**src/rtl/ble_ram_pkg.sv**
```systemverilog
// ble_ram_pkg: shared types and constants for the BLE RX / CPU RAM arbiter
package ble_ram_pkg;
  typedef enum logic [1:0] {IDLE, CPU, DMA} state_e;
  localparam int RX_FIFO_DEPTH = 4;
  localparam logic [3:0] LANE0 = 4'b0001;
endpackage

```
**src/rtl/ble_rx_buf.sv**
```systemverilog
// ble_rx_buf: RX byte holding register, or a 4-entry FIFO when BLE_RX_FIFO_EN is defined
module ble_rx_buf
  import ble_ram_pkg::*;
(
  input  logic       clk_i,
  input  logic       rst_i,
  input  logic       push_i,
  input  logic       pop_i,
  input  logic [7:0] data_i,
  output logic [7:0] data_o,
  output logic       full_o,
  output logic       empty_o
);
`ifdef BLE_RX_FIFO_EN
  logic [7:0] mem_q [RX_FIFO_DEPTH];
  logic [1:0] wr_q, rd_q;
  logic [2:0] cnt_q;
  logic       push_ok, pop_ok;
  assign push_ok = push_i && (cnt_q != 3'(RX_FIFO_DEPTH) || pop_i);
  assign pop_ok  = pop_i && cnt_q != 3'd0;
  assign full_o  = cnt_q == 3'(RX_FIFO_DEPTH);
  assign empty_o = cnt_q == 3'd0;
  assign data_o  = mem_q[rd_q];
  // storage needs no reset; occupancy is tracked by the pointers
  always_ff @(posedge clk_i)
    if (push_ok) mem_q[wr_q] <= data_i;
  // pointers and count; a push on full is taken when a pop frees the slot
  always_ff @(posedge clk_i or posedge rst_i)
    if (rst_i) begin
      wr_q  <= '0;
      rd_q  <= '0;
      cnt_q <= '0;
    end else begin
      if (push_ok) wr_q <= wr_q + 2'd1;
      if (pop_ok) rd_q <= rd_q + 2'd1;
      cnt_q <= cnt_q + 3'(push_ok) - 3'(pop_ok);
    end
`else
  logic       full_q;
  logic [7:0] data_q;
  assign full_o  = full_q;
  assign empty_o = !full_q;
  assign data_o  = data_q;
  // single slot; a new byte replaces the held one only as it is popped
  always_ff @(posedge clk_i or posedge rst_i)
    if (rst_i) begin
      full_q <= 1'b0;
      data_q <= '0;
    end else begin
      if (push_i && (!full_q || pop_i)) data_q <= data_i;
      full_q <= push_i ? 1'b1 : (pop_i ? 1'b0 : full_q);
    end
`endif
endmodule

```
**src/rtl/ble_ram_arbiter.sv**
```systemverilog
// ble_ram_arbiter: shares the RAM port between the CPU and the BLE RX ring writer (BLE_RX_FIFO_EN deepens the RX buffer)
module ble_ram_arbiter
  import ble_ram_pkg::*;
#(
  parameter int            AW     = 32,
  parameter logic [AW-1:0] ADR_LL = AW'(32'h0000_1000),
  parameter logic [AW-1:0] ADR_UL = AW'(32'h0000_1FFF)
) (
  input  logic          i_wb_clk,
  input  logic          i_wb_rst,
  input  logic [AW-1:0] i_cpu_adr,
  input  logic [31:0]   i_cpu_dat,
  input  logic [3:0]    i_cpu_sel,
  input  logic          i_cpu_we,
  input  logic          i_cpu_cyc,
  output logic [31:0]   o_cpu_rdt,
  output logic          o_cpu_ack,
  input  logic          i_rx_valid,
  input  logic [7:0]    i_rx_data,
  output logic          o_rx_ready,
  input  logic          i_ptr_clr,
  output logic [AW-1:0] o_wr_ptr,
  output logic          o_overflow,
  output logic [AW-1:0] o_ram_adr,
  output logic [31:0]   o_ram_dat,
  output logic [3:0]    o_ram_sel,
  output logic          o_ram_we,
  output logic          o_ram_cyc,
  input  logic [31:0]   i_ram_rdt,
  input  logic          i_ram_ack
);
  state_e        state_q;
  logic          rr_cpu_q;
  logic [AW-1:0] wr_ptr_q, wr_ptr_d;
  logic          ovf_q, ovf_d;
  logic          buf_full, buf_empty, pop, clr_now, cpu_g, dma_g, cpu_win, dma_win;
  logic [7:0]    buf_data;

  ble_rx_buf u_buf (
    .clk_i  (i_wb_clk),
    .rst_i  (i_wb_rst),
    .push_i (i_rx_valid),
    .pop_i  (pop),
    .data_i (i_rx_data),
    .data_o (buf_data),
    .full_o (buf_full),
    .empty_o(buf_empty)
  );

  assign cpu_g      = state_q == CPU;
  assign dma_g      = state_q == DMA;
  assign pop        = dma_g && i_ram_ack;
  assign cpu_win    = i_cpu_cyc && (buf_empty || !rr_cpu_q);
  assign dma_win    = !buf_empty && (!i_cpu_cyc || rr_cpu_q);
  assign clr_now    = i_ptr_clr && (!dma_g || i_ram_ack);
  assign o_rx_ready = !buf_full;
  assign o_wr_ptr   = wr_ptr_q;
  assign o_overflow = ovf_q;

  // grant FSM: round-robin on ties, a grant is held until the RAM acks
  always_ff @(posedge i_wb_clk or posedge i_wb_rst)
    if (i_wb_rst) begin
      state_q  <= IDLE;
      rr_cpu_q <= 1'b0;
    end else if (state_q == IDLE) begin
      if (cpu_win) begin
        state_q  <= CPU;
        rr_cpu_q <= 1'b1;
      end else if (dma_win) begin
        state_q  <= DMA;
        rr_cpu_q <= 1'b0;
      end
    end else if (i_ram_ack) state_q <= IDLE;

  // ring pointer advance with wrap, clear beats increment; sticky drop flag
  always_comb begin
    wr_ptr_d = clr_now ? ADR_LL : pop ? (wr_ptr_q == ADR_UL ? ADR_LL : wr_ptr_q + AW'(1)) : wr_ptr_q;
    ovf_d    = clr_now ? 1'b0 : (i_rx_valid && buf_full) ? 1'b1 : ovf_q;
  end

  // pointer and overflow state
  always_ff @(posedge i_wb_clk or posedge i_wb_rst)
    if (i_wb_rst) begin
      wr_ptr_q <= ADR_LL;
      ovf_q    <= 1'b0;
    end else begin
      wr_ptr_q <= wr_ptr_d;
      ovf_q    <= ovf_d;
    end

  // RAM port follows the granted master; everything reads zero while idle
  always_comb begin
    o_ram_cyc = cpu_g || dma_g;
    o_ram_we  = cpu_g ? i_cpu_we : dma_g;
    o_ram_adr = cpu_g ? i_cpu_adr : dma_g ? {wr_ptr_q[AW-1:2], 2'b00} : '0;
    o_ram_sel = cpu_g ? i_cpu_sel : dma_g ? LANE0 << wr_ptr_q[1:0] : 4'b0000;
    o_ram_dat = cpu_g ? i_cpu_dat : dma_g ? {4{buf_data}} : '0;
    o_cpu_ack = cpu_g && i_ram_ack;
    o_cpu_rdt = cpu_g ? i_ram_rdt : '0;
  end
endmodule

```
**config.mk**
```make
export PLATFORM = sky130hd
export DESIGN_NAME = ble_ram_arbiter
export DESIGN_NICKNAME = d
export VERILOG_FILES = /design/src/rtl/ble_ram_pkg.sv /design/src/rtl/ble_rx_buf.sv /design/src/rtl/ble_ram_arbiter.sv
export SDC_FILE = /design/constraint.sdc
export NUM_CORES = 1
export LEC_CHECK = 0
export ABC_AREA = 1
export CAP_MARGIN = 20
export CORE_UTILIZATION = 40
export DETAILED_ROUTE_END_ITERATION = 16
export PLACE_DENSITY = 0.89
export RECOVER_POWER = 50
export SYNTH_ARGS = -nofsm -noshare
export SYNTH_HDL_FRONTEND = slang
export SYNTH_SLANG_ARGS = --single-unit
```
**constraint.sdc**
```tcl
create_clock -name i_wb_clk -period 2.8 [get_ports i_wb_clk]
set_clock_uncertainty 0.15 [all_clocks]
set_input_delay 0.42 -clock i_wb_clk [delete_from_list [all_inputs] [get_ports i_wb_clk]]
set_output_delay 0.42 -clock i_wb_clk [all_outputs]
set_load 0.02 [all_outputs]
```
-- After elaboration in Yosys (flattened, before gate mapping)
Index checks and enable logic that the tools add are counted.
- flip-flop bits (word level): 45
- input port bits: 115
- word-level logic and storage cells: 57
- add/sub/neg operators: 1
- eq/ne operators: 4
- shift operators: 1
- multiplexer cells: 21
- reduce and logical (&&, ||, !) cells: 24
- operators by type and width (operator ; count):
    32-bit 2-to-1 mux ; 8
    32-bit by 1-bit adder with 32-bit output (second input constant) ; 1
    32-bit by 13-bit == test with 1-bit output (second input constant) ; 1
    2-bit nonzero test ; 5
    2-bit 2-to-1 mux ; 4
    4-bit 2-to-1 mux ; 2
    1-bit logical AND ; 7
    1-bit 2-to-1 mux ; 7
    1-bit logical OR ; 5
    1-bit logical NOT ; 4
    2-bit AND reduction ; 2
    1-bit by 2-bit << shifter with 4-bit output (first input constant) ; 1
    3-bit != test (second input constant) ; 1
    2-bit by 1-bit == test with 1-bit output (second input constant) ; 1
    2-bit == test (second input constant) ; 1
    2-bit logical NOT ; 1

-- Logic depth before layout (Yosys ltp)
- word-level depth: 6
- depth in mapped cells: 10

-- By module
From an unflattened synthesis, not the netlist that was laid out.
- cell total of the unflattened synthesis: 673
- area total of the unflattened synthesis: 3978.8 um^2
- modules (own cells, without submodules) (module ; times used ; cells an instance ; area each (um^2)):
    ble_ram_arbiter ; 1 ; 632 ; 3598.5
    ble_rx_buf ; 1 ; 41 ; 380.4

-- Worst setup path after synthesis
OpenSTA, ideal clock, no wires.
- path type: reg2out
- from: register state_q[0]
- to: output port o_ram_adr[22]
- arrival time: 1737 ps
- data required time: 2230 ps
- slack: 493 ps
- stages on the path, launching flop included: 8
- path buffers: 1
- cell sequence: dfrtp_1 inv_1 ha_1 inv_1 nor2_2 inv_1 clkbuf_1 o21ai_0
- longest elaborated chain between the ends: 3
- elaborated cells on any way between the ends: 4
- RTL lines (what ; RTL line ; RTL):
    start: declaration ; ble_ram_arbiter.sv:32 ; state_e state_q;
    start signal: assignment ; ble_ram_arbiter.sv:63 ; state_q <= IDLE;
    start signal: assignment ; ble_ram_arbiter.sv:67 ; state_q <= CPU;
    start signal: assignment ; ble_ram_arbiter.sv:70 ; state_q <= DMA;
    2-bit == test ; ble_ram_arbiter.sv:51 ; assign dma_g = state_q == DMA;
    32-bit 2-to-1 mux ; ble_ram_arbiter.sv:95 ; o_ram_adr = cpu_g ? i_cpu_adr : dma_g ? {wr_ptr_q[AW-1:2], 2'b00} : '0;
    32-bit 2-to-1 mux * ; ble_ram_arbiter.sv:95 ;
    end: declaration ; ble_ram_arbiter.sv:24 ; output logic [AW-1:0] o_ram_adr,
Mark *: on every way between the ends. The rest lies on a longest branch, timed or not.

-- Final worst setup path
- from: register state_q[0]
- to: output port o_ram_sel[2]
- longest elaborated chain between the ends: 3
- elaborated cells on any way between the ends: 4
- RTL lines (what ; RTL line ; RTL):
    2-bit == test ; ble_ram_arbiter.sv:51 ;
    4-bit 2-to-1 mux ; ble_ram_arbiter.sv:96 ; o_ram_sel = cpu_g ? i_cpu_sel : dma_g ? LANE0 << wr_ptr_q[1:0] : 4'b0000;
    4-bit 2-to-1 mux * ; ble_ram_arbiter.sv:96 ;
    end: declaration ; ble_ram_arbiter.sv:26 ; output logic [3:0] o_ram_sel,
Marked as above.

==> summary.txt <==
STA
  – Worst Hold Slack: 0.361 ns
  – Fin. Hold Viols: 0
  – Fmax: 0.367 GHz
  – Min Tclk post-route: 2.73 ns
  – Relative slew slack: 22.2%
  – Slew Limit Fails: 0
  – Final period util: 97.4%
  – TNS Setup: 0 ns
  – Fin worst setup slack: 0.0736 ns
  – Final setup fails: 0
  – Unrepaired setup endpoints after global routing: false
  – Worst Tran Pin Value: 1.17 ns

Routing
  – Wire length per cell: 15.7 µm
  – ANT nets after route: 0
  – Pre-Repair DR Iteration Count: 5
  – Starting DRT DRC Count: 522
  – Remaining DRCs: 0
  – Routed WL: 15.7 mm
  – Via count: 4951
  – Via density: 4.97

Setup path
  – Most common cell on crit path: inv_1
  – CP top delay family: buffers and inverters
  – Critical path class: reg -> out
  – Worst setup SP type: flop
  – CP Max Fanout: 15
  – WP data arrival: 2.16 ns
  – Max incr delay on CP: 0.41 ns
  – Crit-path cells: inv_1 > ha_2 > inv_1 > nor2_4 > buf_6 > a22o_1 > dlygate4sd2_1
  – Setup crit end kind: primary output
  – Slowest CP cell: dfrtp_1
  – CP bufs+invs: 4
  – Crit path required time: 2.23 ns

Pwr
  – Pwr Total: 4.15 mW
  – Max IR drop VDD: roughly 0.38 mV
  – Share of power burned in registers: around a fifth
  – Leak pwr: 3.32 nW
  – Sw Pwr: 2.04 mW
  – Int Pwr: approximately 2.1 mW
  – Pwr/cell area: about 650 nW/µm²
  – Logic pwr share: 68.1%
  – Clock network power share: roughly 12%
  – Switching power share of the total: between 40 and 50%

CTS
  – Clock Sinks: 45
  – Clock Path Buffers: 2
  – Cts bufs inserted: 5
  – CTS H-tree depth: 2
  – CTS tree: built
  – CTS clock-pin slew for the worst setup and hold paths: 0.08 ns
  – Clock latency on the worst-skew pair: about 0.30 ns
  – Root Buffer: clkbuf_8
  – Hold buffer count at CTS: 0

Placement
  – Placed cell area: about 6400 µm²
  – Post-detail-place hpwl: roughly 12 mm
  – Placed Cells: 983
  – GP Congestion: a little under 1
  – Buffers on Ports: 251
  – DP Worst Slack: -0.0659 ns

Final layout
  – Nets: 1007
  – Fin util: approximately 70%
  – Layout cells sized above 1: 9.71%
  – Cell area after layout: 6410 µm²
  – Reg area: 1130 µm²
  – Fill count: 805
  – # diodes: 0
  – Multi-input gate area: 2220 µm²
  – Syn-to-layout area delta: 69.6%
  – Non-filler cells, final: 997

Global routing
  – GR Layer Usage met2: 51.2%
  – Largest net degree at the start of global routing: 55
  – Initial antenna violation count: 0
  – Met1 GRT Util: 43.2%
  – Grt peak-use layer: met2
  – Global-route wire length before repair: 24.3 mm
  – GRT Total Usage: 31.6%
  – Grt total ovfl: 0
  – Vias in the first global route: around 4600
  – M3 GR Usage: 5.20%

Synthesis
  – Count of cell types in the netlist: 29
  – Yosys warning total: 0
  – Syn_area_per_cell: 5.98 µm²
  – Syn_nets: 754
  – Mapped cell area: about 3800 µm²
  – Register area share after synthesis: 29.8%
  – Synth Register Bits: 45
  – Gate Count Post-Synth: approximately 630

Die
  – Die area: 9850 µm²
  – # IOs: 252
  – DIE HEIGHT: 99.2 µm
  – Initial Util: 41.1%
  – Die X: 99.2 µm
  – Core area: a little over 9000 µm²
  – Row Count: 35

Status
  – Status: completed

Worst hold path
  – HP Class: reg -> reg

Run
  – Maxcap violations: 0
-- routing by layer --
layer	vias up	part of all wire, %
li1	2431	-
met1	2214	42
met2	270	45
met3	36	9.7
met4	0	3.2
met5	-	0
-- registers in the layout, indices dropped and copies added (netlist names) --
| register | count |
|---|---|
| state_q | 2 |
| u_buf.full_o | 1 |
| o_overflow | 1 |
| u_buf.data_o | 8 |
| rr_cpu_q | 1 |
| o_wr_ptr | 32 |
-- power by group through the flow --
stage / sequential [mW] / clock [mW] / combinational (mW)
floorplan: 0.816 / 0 / 1.51
global placement: 0.817 / 0 / 2.92
detailed placement: 0.820 / 0 / 2.95
CTS: 0.807 / 0.516 / 2.82
global route: 0.818 / 0.546 / 3.01
finish: 0.807 / 0.516 / 2.83
-- cell usage in the layout, fill, tap and decap left out, types with 4 or more instances in the layout --
| master | n |
|---|---|
| a22o_1 | 7 |
| buf_4 | 12 |
| clkbuf_2 | 31 |
| clkbuf_8 | 6 |
| clkdlybuf4s15_1 | 17 |
| clkdlybuf4s50_1 | 149 |
| dfrtp_1 | 44 |
| dlygate4sd2_1 | 15 |
| dlygate4sd3_1 | 35 |
| ha_1 | 5 |
| inv_1 | 88 |
| mux2_2 | 8 |
| nand2_1 | 264 |
| nand2_2 | 5 |
| nand3_1 | 29 |
| nand4_1 | 10 |
| nor2_1 | 77 |
| nor2_2 | 6 |
| nor2_4 | 4 |
| o21ai_0 | 31 |
| xor2_1 | 12 |
-- cell families (layout without fill, tap and decap cells) --
family / Yosys count / after routing / share of synthesized area [%]
compound gates: 48 / 48 / 7.61
xor+xnor: 12 / 12 / 2.78
fa+ha+maj: 7 / 7 / 2.32
buf+inv: 110 / 364 / 11.5
flops: 45 / 45 / 29.8
mux: 8 / 8 / 2.38
simple gates: 402 / 402 / 43.5
-- final timing paths --
check / start / end / slack, ns / cells past startpoint
setup reg to reg: state_q[0]$_DFFE_PP0P_ / o_wr_ptr[4]$_DFFE_PP0P_ / 0.34 / 7
setup / recovery: state_q[0]$_DFFE_PP0P_ / o_ram_sel[2] / 0.07 / 7
hold reg to reg: rr_cpu_q$_DFFE_PP0P_ / rr_cpu_q$_DFFE_PP0P_ / 0.36 / 2
hold / removal: rr_cpu_q$_DFFE_PP0P_ / rr_cpu_q$_DFFE_PP0P_ / 0.36 / 2
min in group asynchronous: i_wb_rst / u_buf.data_o[7]$_DFFE_PP0P_ / 0.37 / 2
max in group asynchronous: i_wb_rst / o_wr_ptr[4]$_DFFE_PP0P_ / 0.76 / 3
-- cell usage after synthesis --
cell	number	area (µm²)
inv_1	89	334
ha_1	7	87.6
nor2_1	76	285
nand4_1	10	62.6
dfrtp_1	44	1100
a21oi_1	3	15.0
nand2_1	264	991
buf_2	4	20.0
a22o_1	7	61.3
nor3_1	2	10.0
dfstp_2	1	26.3
o22ai_1	2	12.5
nand2_2	5	31.3
buf_4	1	7.51
nor2_2	8	50.1
inv_2	1	3.75
o21ai_0	31	155
nand3_1	29	145
o21ai_1	2	10.0
xor2_1	12	105
nand3_2	1	10.0
nand3b_1	2	15.0
mux2_2	8	90.1
nor2_4	3	33.8
and2_1	2	12.5
o21ai_2	2	17.5
buf_6	2	22.5
a21oi_4	1	16.3
clkbuf_1	13	48.8
-- worst min-delay path: cells and delay by family (launching register included) --
| family | cells | cell delay, ns |
|---|---|---|
| AO/OA/AOI/OAI | 1 | 0.07 |
| flip-flops | 1 | 0.35 |
| AND/OR/NAND/NOR | 1 | 0.05 |
-- final cells by class --
cell class	count	area share, %
Clock buffer	7	1.35
Clock inverter	1	0.468
Inverter	90	5.33
Multi-Input combinational cell	477	34.7
Sequential cell	45	17.6
Tap cell	111	2.17
Timing Repair Buffer	265	38.3
Timing Repair inverter	1	0.117
-- repair_timing --
item / in CTS / in global routing
gates resized for setup: 67 / 99
gates cloned: 1 / 0
setup buffers: 5 / 0
endpoints found under the setup margin: 63 / 57
pin swaps: 0 / 1
(Power assumes the default switching activity.)
